## src/rtl/prog_loader_host.sv

```systemverilog
// Host side of the CPU program-load / console link: streams sync, word count and ROM words, waits for the ack, then bridges console bytes.
// Optional ACK_WAIT timeout is enabled by defining PROG_LOADER_TIMEOUT_EN.

module uart_tx #(
    parameter int CLK_PER_HALF_BIT = 434
) (
    input  logic       clk,
    input  logic       rstn,
    input  logic [7:0] sdata,
    input  logic       tx_start,
    output logic       tx_busy,
    output logic       txd
);
    localparam int BIT_CYC = 2 * CLK_PER_HALF_BIT;
    localparam int CW      = $clog2(BIT_CYC);

    logic [CW-1:0] cnt_r;
    logic [3:0]    bit_r;
    logic [8:0]    frame_r;
    logic          busy_r;
    logic          txd_r;

    // 8N1 serializer; busy stays high through the whole stop bit
    always_ff @(posedge clk) begin
        if (!rstn) begin
            cnt_r   <= {CW{1'b0}};
            bit_r   <= 4'd0;
            frame_r <= 9'h1FF;
            busy_r  <= 1'b0;
            txd_r   <= 1'b1;
        end else if (!busy_r) begin
            cnt_r <= {CW{1'b0}};
            bit_r <= 4'd0;
            if (tx_start) begin
                busy_r  <= 1'b1;
                txd_r   <= 1'b0;
                frame_r <= {1'b1, sdata};
            end else begin
                txd_r <= 1'b1;
            end
        end else if (cnt_r == CW'(BIT_CYC - 1)) begin
            cnt_r <= {CW{1'b0}};
            if (bit_r == 4'd9) begin
                busy_r <= 1'b0;
                txd_r  <= 1'b1;
            end else begin
                txd_r   <= frame_r[0];
                frame_r <= {1'b1, frame_r[8:1]};
                bit_r   <= bit_r + 4'd1;
            end
        end else begin
            cnt_r <= cnt_r + {{(CW-1){1'b0}}, 1'b1};
        end
    end

    assign tx_busy = busy_r;
    assign txd     = txd_r;
endmodule

module uart_rx #(
    parameter int CLK_PER_HALF_BIT = 434
) (
    input  logic       clk,
    input  logic       rstn,
    input  logic       rxd,
    output logic [7:0] rdata,
    output logic       rx_ready,
    output logic       ferr
);
    localparam int BIT_CYC = 2 * CLK_PER_HALF_BIT;
    localparam int CW      = $clog2(BIT_CYC);

    typedef enum logic [1:0] {R_IDLE = 2'd0, R_START = 2'd1, R_DATA = 2'd2, R_STOP = 2'd3} rx_state_t;

    rx_state_t     st_r;
    logic [1:0]    sync_r;
    logic [CW-1:0] cnt_r;
    logic [2:0]    bit_r;
    logic [7:0]    data_r;
    logic [7:0]    rdata_r;
    logic          ready_r;
    logic          ferr_r;

    // Mid-bit sampling deserializer; a start bit that is high at its midpoint is treated as a glitch
    always_ff @(posedge clk) begin
        if (!rstn) begin
            st_r    <= R_IDLE;
            sync_r  <= 2'b11;
            cnt_r   <= {CW{1'b0}};
            bit_r   <= 3'd0;
            data_r  <= 8'h00;
            rdata_r <= 8'h00;
            ready_r <= 1'b0;
            ferr_r  <= 1'b0;
        end else begin
            sync_r  <= {sync_r[0], rxd};
            ready_r <= 1'b0;
            case (st_r)
                R_IDLE: begin
                    cnt_r <= {CW{1'b0}};
                    if (!sync_r[1]) st_r <= R_START;
                end
                R_START: begin
                    if (cnt_r == CW'(CLK_PER_HALF_BIT - 1)) begin
                        cnt_r <= {CW{1'b0}};
                        bit_r <= 3'd0;
                        st_r  <= sync_r[1] ? R_IDLE : R_DATA;
                    end else begin
                        cnt_r <= cnt_r + {{(CW-1){1'b0}}, 1'b1};
                    end
                end
                R_DATA: begin
                    if (cnt_r == CW'(BIT_CYC - 1)) begin
                        cnt_r  <= {CW{1'b0}};
                        data_r <= {sync_r[1], data_r[7:1]};
                        bit_r  <= bit_r + 3'd1;
                        if (bit_r == 3'd7) st_r <= R_STOP;
                    end else begin
                        cnt_r <= cnt_r + {{(CW-1){1'b0}}, 1'b1};
                    end
                end
                R_STOP: begin
                    if (cnt_r == CW'(BIT_CYC - 1)) begin
                        cnt_r   <= {CW{1'b0}};
                        rdata_r <= data_r;
                        ferr_r  <= ~sync_r[1];
                        ready_r <= 1'b1;
                        st_r    <= R_IDLE;
                    end else begin
                        cnt_r <= cnt_r + {{(CW-1){1'b0}}, 1'b1};
                    end
                end
                default: st_r <= R_IDLE;
            endcase
        end
    end

    assign rdata    = rdata_r;
    assign rx_ready = ready_r;
    assign ferr     = ferr_r;
endmodule

module prog_loader_host #(
    parameter int CLK_PER_HALF_BIT = 434,
    parameter int INST_SIZE        = 15
) (
    input  logic                 clk,
    input  logic                 rst,
    input  logic                 start,
    input  logic [INST_SIZE:0]   word_count,
    output logic [INST_SIZE-1:0] rom_addr,
    input  logic [31:0]          rom_data,
    output logic                 txd,
    input  logic                 rxd,
    output logic                 busy,
    output logic                 done,
    output logic                 err,
    input  logic [7:0]           in_byte,
    input  logic                 in_valid,
    output logic                 in_ready,
    output logic [7:0]           out_byte,
    output logic                 out_valid
);
    typedef enum logic [2:0] {
        S_IDLE = 3'd0, S_SYNC = 3'd1, S_CNT = 3'd2, S_FETCH = 3'd3,
        S_WORD = 3'd4, S_ACK_WAIT = 3'd5, S_RUN = 3'd6, S_ERR = 3'd7
    } state_t;

    state_t               state_r;
    logic [INST_SIZE:0]   n_r;
    logic [INST_SIZE-1:0] idx_r;
    logic [INST_SIZE-1:0] rom_addr_r;
    logic [31:0]          shift_r;
    logic [1:0]           byte_cnt_r;
    logic                 fetch_wait_r;
    logic                 tx_start_r;
    logic [7:0]           tx_data_r;
    logic                 busy_r;
    logic                 done_r;
    logic                 err_r;
    logic [7:0]           out_byte_r;
    logic                 out_valid_r;
    logic                 rstn_s;
    logic                 tx_busy_s;
    logic                 rx_ready_s;
    logic                 ferr_s;
    logic [7:0]           rx_data_s;
    logic                 can_issue_s;
    logic                 last_word_s;
    logic                 to_hit_s;

    assign rstn_s = ~rst;

    // tx_busy only rises the cycle after tx_start, so the cycle right after an issue is blocked too
    assign can_issue_s = !tx_busy_s && !tx_start_r;
    assign last_word_s = ({1'b0, idx_r} + {{INST_SIZE{1'b0}}, 1'b1}) >= n_r;

`ifdef PROG_LOADER_TIMEOUT_EN
    logic [31:0] to_cnt_r;

    // Ack timeout counter, held at zero outside ACK_WAIT so it restarts on every entry
    always_ff @(posedge clk) begin
        if (rst || (state_r != S_ACK_WAIT)) begin
            to_cnt_r <= 32'd0;
        end else begin
            to_cnt_r <= to_cnt_r + 32'd1;
        end
    end

    assign to_hit_s = (to_cnt_r == 32'h00FF_FFFF);
`else
    assign to_hit_s = 1'b0;
`endif

    // Load / console state machine with registered status, ROM address and console outputs
    always_ff @(posedge clk) begin
        if (rst) begin
            state_r      <= S_IDLE;
            n_r          <= {(INST_SIZE+1){1'b0}};
            idx_r        <= {INST_SIZE{1'b0}};
            rom_addr_r   <= {INST_SIZE{1'b0}};
            shift_r      <= 32'd0;
            byte_cnt_r   <= 2'd0;
            fetch_wait_r <= 1'b0;
            tx_start_r   <= 1'b0;
            tx_data_r    <= 8'h00;
            busy_r       <= 1'b0;
            done_r       <= 1'b0;
            err_r        <= 1'b0;
            out_byte_r   <= 8'h00;
            out_valid_r  <= 1'b0;
        end else begin
            tx_start_r  <= 1'b0;
            out_valid_r <= 1'b0;
            case (state_r)
                S_IDLE, S_ERR: begin
                    if (start) begin
                        n_r     <= word_count;
                        idx_r   <= {INST_SIZE{1'b0}};
                        busy_r  <= 1'b1;
                        done_r  <= 1'b0;
                        err_r   <= 1'b0;
                        state_r <= S_SYNC;
                    end
                end
                S_SYNC: begin
                    if (can_issue_s) begin
                        tx_start_r <= 1'b1;
                        tx_data_r  <= 8'hAA;
                        shift_r    <= 32'(n_r);
                        byte_cnt_r <= 2'd0;
                        state_r    <= S_CNT;
                    end
                end
                S_CNT, S_WORD: begin
                    if (can_issue_s) begin
                        tx_start_r <= 1'b1;
                        tx_data_r  <= shift_r[31:24];
                        shift_r    <= {shift_r[23:0], 8'h00};
                        byte_cnt_r <= byte_cnt_r + 2'd1;
                        if (byte_cnt_r == 2'd3) begin
                            fetch_wait_r <= 1'b0;
                            if (state_r == S_CNT) begin
                                if (n_r == {(INST_SIZE+1){1'b0}}) begin
                                    state_r <= S_ACK_WAIT;
                                end else begin
                                    rom_addr_r <= {INST_SIZE{1'b0}};
                                    state_r    <= S_FETCH;
                                end
                            end else if (last_word_s) begin
                                state_r <= S_ACK_WAIT;
                            end else begin
                                idx_r      <= idx_r + {{(INST_SIZE-1){1'b0}}, 1'b1};
                                rom_addr_r <= idx_r + {{(INST_SIZE-1){1'b0}}, 1'b1};
                                state_r    <= S_FETCH;
                            end
                        end
                    end
                end
                S_FETCH: begin
                    // One settle cycle so the synchronous ROM has presented data for the new address
                    if (!fetch_wait_r) begin
                        fetch_wait_r <= 1'b1;
                    end else begin
                        shift_r    <= rom_data;
                        byte_cnt_r <= 2'd0;
                        state_r    <= S_WORD;
                    end
                end
                S_ACK_WAIT: begin
                    if (rx_ready_s) begin
                        busy_r <= 1'b0;
                        if ((rx_data_s == 8'hAA) && !ferr_s) begin
                            done_r  <= 1'b1;
                            state_r <= S_RUN;
                        end else begin
                            err_r   <= 1'b1;
                            state_r <= S_ERR;
                        end
                    end else if (to_hit_s) begin
                        busy_r  <= 1'b0;
                        err_r   <= 1'b1;
                        state_r <= S_ERR;
                    end
                end
                S_RUN: begin
                    if (in_valid && can_issue_s) begin
                        tx_start_r <= 1'b1;
                        tx_data_r  <= in_byte;
                    end
                    if (rx_ready_s && !ferr_s) begin
                        out_byte_r  <= rx_data_s;
                        out_valid_r <= 1'b1;
                    end
                end
                default: state_r <= S_IDLE;
            endcase
        end
    end

    uart_tx #(.CLK_PER_HALF_BIT(CLK_PER_HALF_BIT)) u_tx (
        .clk      (clk),
        .rstn     (rstn_s),
        .sdata    (tx_data_r),
        .tx_start (tx_start_r),
        .tx_busy  (tx_busy_s),
        .txd      (txd)
    );

    uart_rx #(.CLK_PER_HALF_BIT(CLK_PER_HALF_BIT)) u_rx (
        .clk      (clk),
        .rstn     (rstn_s),
        .rxd      (rxd),
        .rdata    (rx_data_s),
        .rx_ready (rx_ready_s),
        .ferr     (ferr_s)
    );

    assign rom_addr  = rom_addr_r;
    assign busy      = busy_r;
    assign done      = done_r;
    assign err       = err_r;
    assign in_ready  = (state_r == S_RUN) && can_issue_s;
    assign out_byte  = out_byte_r;
    assign out_valid = out_valid_r;
endmodule

```

## config.mk

```make
export PLATFORM = sky130hd
export DESIGN_NAME = prog_loader_host
export DESIGN_NICKNAME = d
export VERILOG_FILES = /design/src/rtl/prog_loader_host.sv
export SDC_FILE = /design/constraint.sdc
export NUM_CORES = 1
export LEC_CHECK = 0
export BUFFER_PORTS_ARGS = -buffer_cell sky130_fd_sc_hd__buf_2
export CORE_ASPECT_RATIO = 1.2
export CORE_MARGIN = 2
export CORE_UTILIZATION = 58
export CTS_CLUSTER_SIZE = 20
export DETAILED_ROUTE_END_ITERATION = 7
export PLACE_DENSITY = 0.8
export RECOVER_POWER = 100
export REMOVE_ABC_BUFFERS = 1
export SLEW_MARGIN = 20
export SYNTH_ARGS = -nofsm -noshare
export SYNTH_HDL_FRONTEND = slang
export SYNTH_SLANG_ARGS = --single-unit
```

## constraint.sdc

```tcl
create_clock -name clk -period 4.33 [get_ports clk]
set_input_delay 0.6495 -clock clk [delete_from_list [all_inputs] [get_ports clk]]
set_output_delay 0.6495 -clock clk [all_outputs]
set_load 0.005 [all_outputs]
```

# Word-level counts from Yosys, hierarchy flattened
# Cells that the tools add are included.
[classes]
addsub = 7
n_mul = 0
div_mod_pow = 0
magnitude_cmp = 1
n_eq_ne = 37
shift = 0
n_mux = 74
bitwise_logic = 5
n_reduce_logical = 44
[ops]
columns = ["operator", "n"]
rows = [
  ["2-to-1 mux 15 bit", 7],
  ["2-to-1 mux 32 bit", 3],
  ["one-hot mux 32 bit (3 select lines)", 1],
  ["2-to-1 mux 9 bit", 4],
  ["2-to-1 mux 3 bit", 11],
  ["one-hot mux 10 bit (3 select lines)", 1],
  ["one-hot mux 15 bit (2 select lines)", 1],
  ["inequality test 2 bit (second input constant)", 14],
  ["2-to-1 mux 8 bit", 3],
  ["one-hot mux 8 bit (3 select lines)", 1],
  ["2-to-1 mux 1 bit", 22],
  ["adder 10 x 1 -> 10 bit (second input constant)", 2],
  ["equality test 10 bit (second input constant)", 2],
  ["2-to-1 mux 10 bit", 2],
  ["2-to-1 mux 2 bit", 9],
  ["adder 15 x 1 -> 16 bit (second input constant)", 1],
  [">= comparator 16 bit", 1],
  ["zero test 16 bit", 1],
  ["AND reduction 4 bit", 4],
  ["adder 15 x 1 -> 15 bit (second input constant)", 1],
  ["equality test 3 bit (second input constant)", 5],
  ["one-hot mux 3 bit (5 select lines)", 1],
  ["inequality test 2 x 1 -> 1 bit (second input constant)", 6],
  ["AND reduction 3 bit", 4],
  ["other kinds (28)", 61],
]
[totals]
register_bits = 165
latch_bits = 0
ram_bits = 0
romBits = 0
inputBits = 61
out_inout_bits = 29
wordCells = 195
memories = 0

# Depth between registers and ports, before layout
[depth]
ltp_word = 7
mapped_depth = 16
depth_no_buf = 13

# Hierarchy
# From an unflattened synthesis, not the netlist that was laid out.
[unflattened]
hier_cells = 903
hier_area_um2 = 7796.2
[by_module_without_submodules]
columns = ["mod", "instances", "cells_each", "area_per_inst_um2", "seq_area_each_um2"]
rows = [
  ["prog_loader_host", 1, 617, 5163.7, 2102.0],
  ["uart_rx", 1, 166, 1516.5, 700.7],
  ["uart_tx", 1, 120, 1116.1, 480.5],
]

# Worst setup path before layout
# OpenSTA, ideal clock, no wires.
[synth_path]
path_type = "reg-to-reg"
from = "reg idx_r[2]"
to = "reg rom_addr_r[10] (netlist: rom_addr[10])"
setup_ns = 0.117
t_arrival_ns = 3.052
required_time_ns = 4.213
path_slack_ns = 1.161
path_stages_with_launch = 14
path_buffers = 2
cell_sequence = "dfxtp_1 -> clkbuf_1 -> nand4_1 -> or3_1 -> o21ai_0 -> nand2_1 -> ha_1 -> nand4_1 -> nor3_1 -> a211oi_1 -> nand3b_1 -> o211a_2 -> buf_6 -> a22o_1"
[synth_via]
elab_chain_cells = 4
word_cells_on_any_way = 7
cone_classes = "2 x add/sub; 1 x order compare; 1 x eq/ne; 2 x mux; 1 x reduce/logical"
[synth_lines]
columns = ["element", "line", "text"]
rows = [
  ["start, declared", "171", "logic [INST_SIZE-1:0] idx_r;"],
  ["start signal, assigned", "220", "idx_r <= {INST_SIZE{1'b0}};"],
  ["start signal, assigned", "239", "idx_r <= {INST_SIZE{1'b0}};"],
  ["start signal, assigned", "273", "idx_r <= idx_r + {{(INST_SIZE-1){1'b0}}, 1'b1};"],
  ["adder 15 x 1 -> 16 bit", "196", "assign last_word_s = ({1'b0, idx_r} + {{INST_SIZE{1'b0}}, 1'b1}) >= n_r;"],
  [">= comparator 16 bit", "196", ""],
  ["inequality test 2 x 1 -> 1 bit (no line)", "-", ""],
  ["AND reduction 5 bit (no line)", "-", ""],
  ["end signal, assigned", "221", "rom_addr_r <= {INST_SIZE{1'b0}};"],
  ["end signal, assigned", "267", "rom_addr_r <= {INST_SIZE{1'b0}};"],
  ["end signal, assigned", "274", "rom_addr_r <= idx_r + {{(INST_SIZE-1){1'b0}}, 1'b1};"],
  ["end, declared", "172", "logic [INST_SIZE-1:0] rom_addr_r;"],
]
# Parallel ways exist; a longest one is shown, timed or not. The select of a mux whose other input is x is not followed.
# A chain may end at the register's enable or synchronous reset.

# Worst setup path in the final report
[layout_path]
from = "reg idx_r[0]"
to = "reg rom_addr_r[1] (netlist: rom_addr[1])"
# Same word-level chain as after synthesis.

==> metrics.sh <==
TIMING_WORST_SLEW_PIN_VALUE_NS=1.98
MIN_TO='u_rx.sync_r[0]'
SLEW-LIMIT-HEADROOM_PCT=-31.8
WIRELENGTH_MM=17.1
POST_DRT_WL_PER_CELL_UM=15.5
SYN-INSTANCE-COUNT=858
SYNTHMOSTINSTANTIATEDCELL='dfxtp_1'
LEAKAGEPOWER_nW=3.38
R2R_CELLS=13
TIMING.CRITICAL_PATH.FROM='idx_r[0]'
FINAL_NETS=1010
DIE-AREA_MM2=0.0138
SWITCHING_SHARE_OF_POWER_PCT=33.1
CTS_NUM_SINKS=164
POSTCTSRESIZEDCELLS=0
SYNTHDISTINCTLIBCELLS=66
YOSYSTOPAREACELLSHARE_PCT=44.0
DRTANTENNAVIOLNETS=0
NUM_ROWS=45
REGTOREGSTARTPOINT='idx_r[0]'
HOLD_BUFFERS=0
POSTLAYOUTCOREUTIL_PCT=67.6
DRT_PASS1_ITERATIONS=7
CTS-HTREE-LEVELS=4
TIMING.FINAL.SETUP_VIOLATIONS=0
YOSYSWARNINGCOUNT=0
CELLINTERNALPOWER_W=0.00318
FIN_TNS_SETUP_NS=0
SLOWEST_STAGE='dfxtp_1'
WORST_SETUP_END_KIND='register'
REGISTER_TO_REGISTER_SETUP_SLACK_NS=0.51
POST_ROUTE_CELLS_DRIVE_ABOVE_1_SHARE_PCT=13.4
CP-START-KIND='register'
CORE_AREA_MM2=0.0126
POST_SYNTH_INSTANCE_AREA_MM2=0.00746
MIN_FROM='rxd'
FMAX_MHz=262
MIN_PATH_TYPE='input port to register'
TIMING.SETUP.CRITICAL_PATH_CLASS='register to register'
YS_SEQ_AREA_SHARE_PCT=44.0
GRT_MAX_DEGREE=97
DP_SLACK_NS=0.725
SYNTH_ENABLE_FLOP_CELLS=0
NUMBER_OF_CELLS_ON_THE_CRITICAL_PATH=13
AREA_OCCUPIED_BY_MULTI_INPUT_GATES_MM2=0.00380
CRITICAL_PATH_ARRIVAL_NS=4.13
CTS.CLK_SLEW.WORST_PATHS_NS=0.06
HOLD_DEPTH=2
COMBPWRFRAC_PCT=26.8
POST-CTS-SETUP-BUFFERS=0
CRIT_CHAIN='ha_1 > nand2_1 > nor3_1 > nand3_1 > xor2_1 > inv_1 > ha_1 > nand4_1 > o21bai_1 > a211oi_1 > nand3b_1 > o211a_1 > a22o_1'
PATH_BUF_INV=1
RR_ENDPOINT='rom_addr[1]'
DIE_W_UM=108
AREA_GROWTH_PCT=14.1
DRV_CAP=1
DRT-INITIAL-DRC-COUNT=500
DR_TOTAL_VIAS=6362
SEQ_POWER_SHARE_PCT=40.6
POST_SYNTH_MOST_FREQUENT_CELLS='164 x dfxtp_1, 116 x nor2_1, 98 x nand2_1'
CPMOSTUSEDCELL='ha_1'
PWR_DENSITY_CELL_mW_PER_MM2=557
SYNTHTOPCELLSBYAREA='dfxtp_1 44%, nor2_1 5.8%, nand2_1 4.9%'
GRT-OVFL-TOTAL=0
TOTALPOWERFINAL_W=0.00474
YOSYS.AREA.TOP_TYPE='dfxtp_1'
TRITONCTS_CLOCK_TREE='built'
INITIAL_ANTENNA_VIOLATION_COUNT=0
PEAK_FANOUT_ALONG_THE_CRITICAL_PATH=14
TIMING.FINAL.HOLD_VIOLATIONS=0
DP.FINAL_HPWL_MM=11.5
PLACEMENT.IO_BUFFERS=89
CP_TOP_FAMILY='compound AO/OA/AOI/OAI gates'
POWER.CLOCK.FRACTION_PCT=32.6
VDD_IR_DROP_MAX_mV=0.343
TIMING.CRITICAL_PATH.REQUIRED_NS=4.64
REGISTER_AREA_MM2=0.00328
FP.DIEH_UM=128
TOTAL_SWITCHING_POWER_W=0.00157
WORST_SKEW_PAIR.LATE_LATENCY_NS=0.42
DRC_ERRORS=0
DOMINANTREGCELLSYNTH='dfxtp_1'
RUN_STATUS='finished, violations left'
SYNTHARSTFLOPSHARE_PCT=0
CLOCK_TREE.ROOT_CELL='clkbuf_16'
INITIAL_CORE_UTIL_PCT=59.2
MINIMUM_SETUP_SLACK_IN_THE_FINAL_DESIGN_NS=0.509
FIRST_GLOBAL_VIAS=5962
FIN_CRIT_SH_PCT=88.2
IO-PIN-COUNT=90
ROUTED_VIA_DENSITY=5.78
FINAL_MAX_SLEW_VIOL_COUNT=97
CTS_MADE_BUFFERS=17
PLACE.GP.CONGESTION=0.857
REGISTER_BIT_COUNT_REPORTED_BY_YOSYS=164
VIOLATIONS='max-capacitance violations, max-slew violations'
GLOBAL_ROUTE_WIRE_LENGTH_BEFORE_REPAIR_MM=28.0
LAYOUT.FILLER_CELLS=1066
TRACK_USAGE_PCT=25.2
FIN_WORST_SKEW_NS=0.00720
FINALCRITICALPERIOD_NS=3.82
UNREPAIRED_SETUP_ENDPOINTS_AFTER_GLOBAL_ROUTING='no'
CP_SLOWEST_STAGE_DELAY_NS=0.46
CLOCK_PATH_BUFFERS=2
SYNTHESIS.AREA_PER_INSTANCE_UM2=8.70
ANTENNA_CELLS=0
kinds of logic (layout without fill, tap and decap cells):
logic type / after synthesis / count (layout) / synth area share, %
simple gates: 332 / 332 / 20.9
compound gates: 184 / 184 / 17.6
flops: 164 / 164 / 44.0
mux: 35 / 35 / 4.71
fa+ha+maj: 25 / 25 / 4.19
xor+xnor: 31 / 31 / 3.64
buf+inv: 87 / 166 / 4.98
metal layers:
metal,up-vias,global-route usage (%),wire (µm)
met5,-,0,0
met4,0,8.52,271
met3,24,5.85,751
met2,145,42.4,8570
met1,3003,31.9,7520
li1,3190,-,-
cells in the final DEF, fill, tap and decap left out, types with 10 or more instances in the layout:
cell type | netlist | routed
a311oi_1 | 17 | 17
xor2_1 | 18 | 18
xnor2_1 | 13 | 13
a22o_1 | 12 | 12
ha_1 | 25 | 25
dfxtp_1 | 164 | 164
nor4_1 | 9 | 10
o21ai_0 | 19 | 22
buf_2 | 18 | 77
a211oi_1 | 20 | 20
nand3_1 | 33 | 33
inv_1 | 34 | 34
a22oi_1 | 25 | 25
clkbuf_16 | 0 | 17
nor2_1 | 116 | 116
clkbuf_1 | 27 | 16
nor3_1 | 19 | 20
mux2i_1 | 34 | 34
nand2_1 | 98 | 98
a21oi_1 | 35 | 35
state kept, by name, summed over array words and instances, names as in the netlist, 10 cells and up, named ones only:
name        count
idx_r          15
n_r            16
rom_addr       15
shift_r        32
u_rx.cnt_r     10
u_tx.cnt_r     10
stage by stage:
| stage | hold slack (ns) | instance area, µm² | instances |
|---|---|---|---|
| after CTS | 0.391 | 8600 | 1101 |
| after global placement | 0.394 | 7980 | 1069 |
| final | 0.410 | 8520 | 1101 |
| after detailed placement | 0.409 | 7980 | 1069 |
| after global routing | 0.405 | 8520 | 1101 |
| after floorplan | 0.389 | 7230 | 807 |
power groups by stage:
stage / clock [W] / sequential, W / combinational (W)
floorplan: 0 / 0.00189 / 0.000997
global placement: 0 / 0.00194 / 0.00123
detailed placement: 0 / 0.00195 / 0.00126
CTS: 0.00157 / 0.00192 / 0.00128
global route: 0.00163 / 0.00195 / 0.00143
finish: 0.00155 / 0.00192 / 0.00127
how the worst max path moves through the flow:
stage | endpoint | slack (ns)
after CTS | state_r[1] | 0.59
after floorplan | shift_r[0] | -0.92
after detailed placement | rom_addr[10] | 0.73
final | rom_addr[1] | 0.51
after global placement | state_r[1] | 0.86
after global routing | state_r[1] | 0.14
final cells by class:
class / count / share of cell area [%]
clock inverter: 11 / 1.75
inverter: 36 / 1.59
clock buffer: 21 / 5.52
tap: 164 / 2.41
sequential: 164 / 38.5
multi-input combinational: 607 / 44.6
timing repair buffer: 98 / 5.62
(Power assumes the default switching activity.)
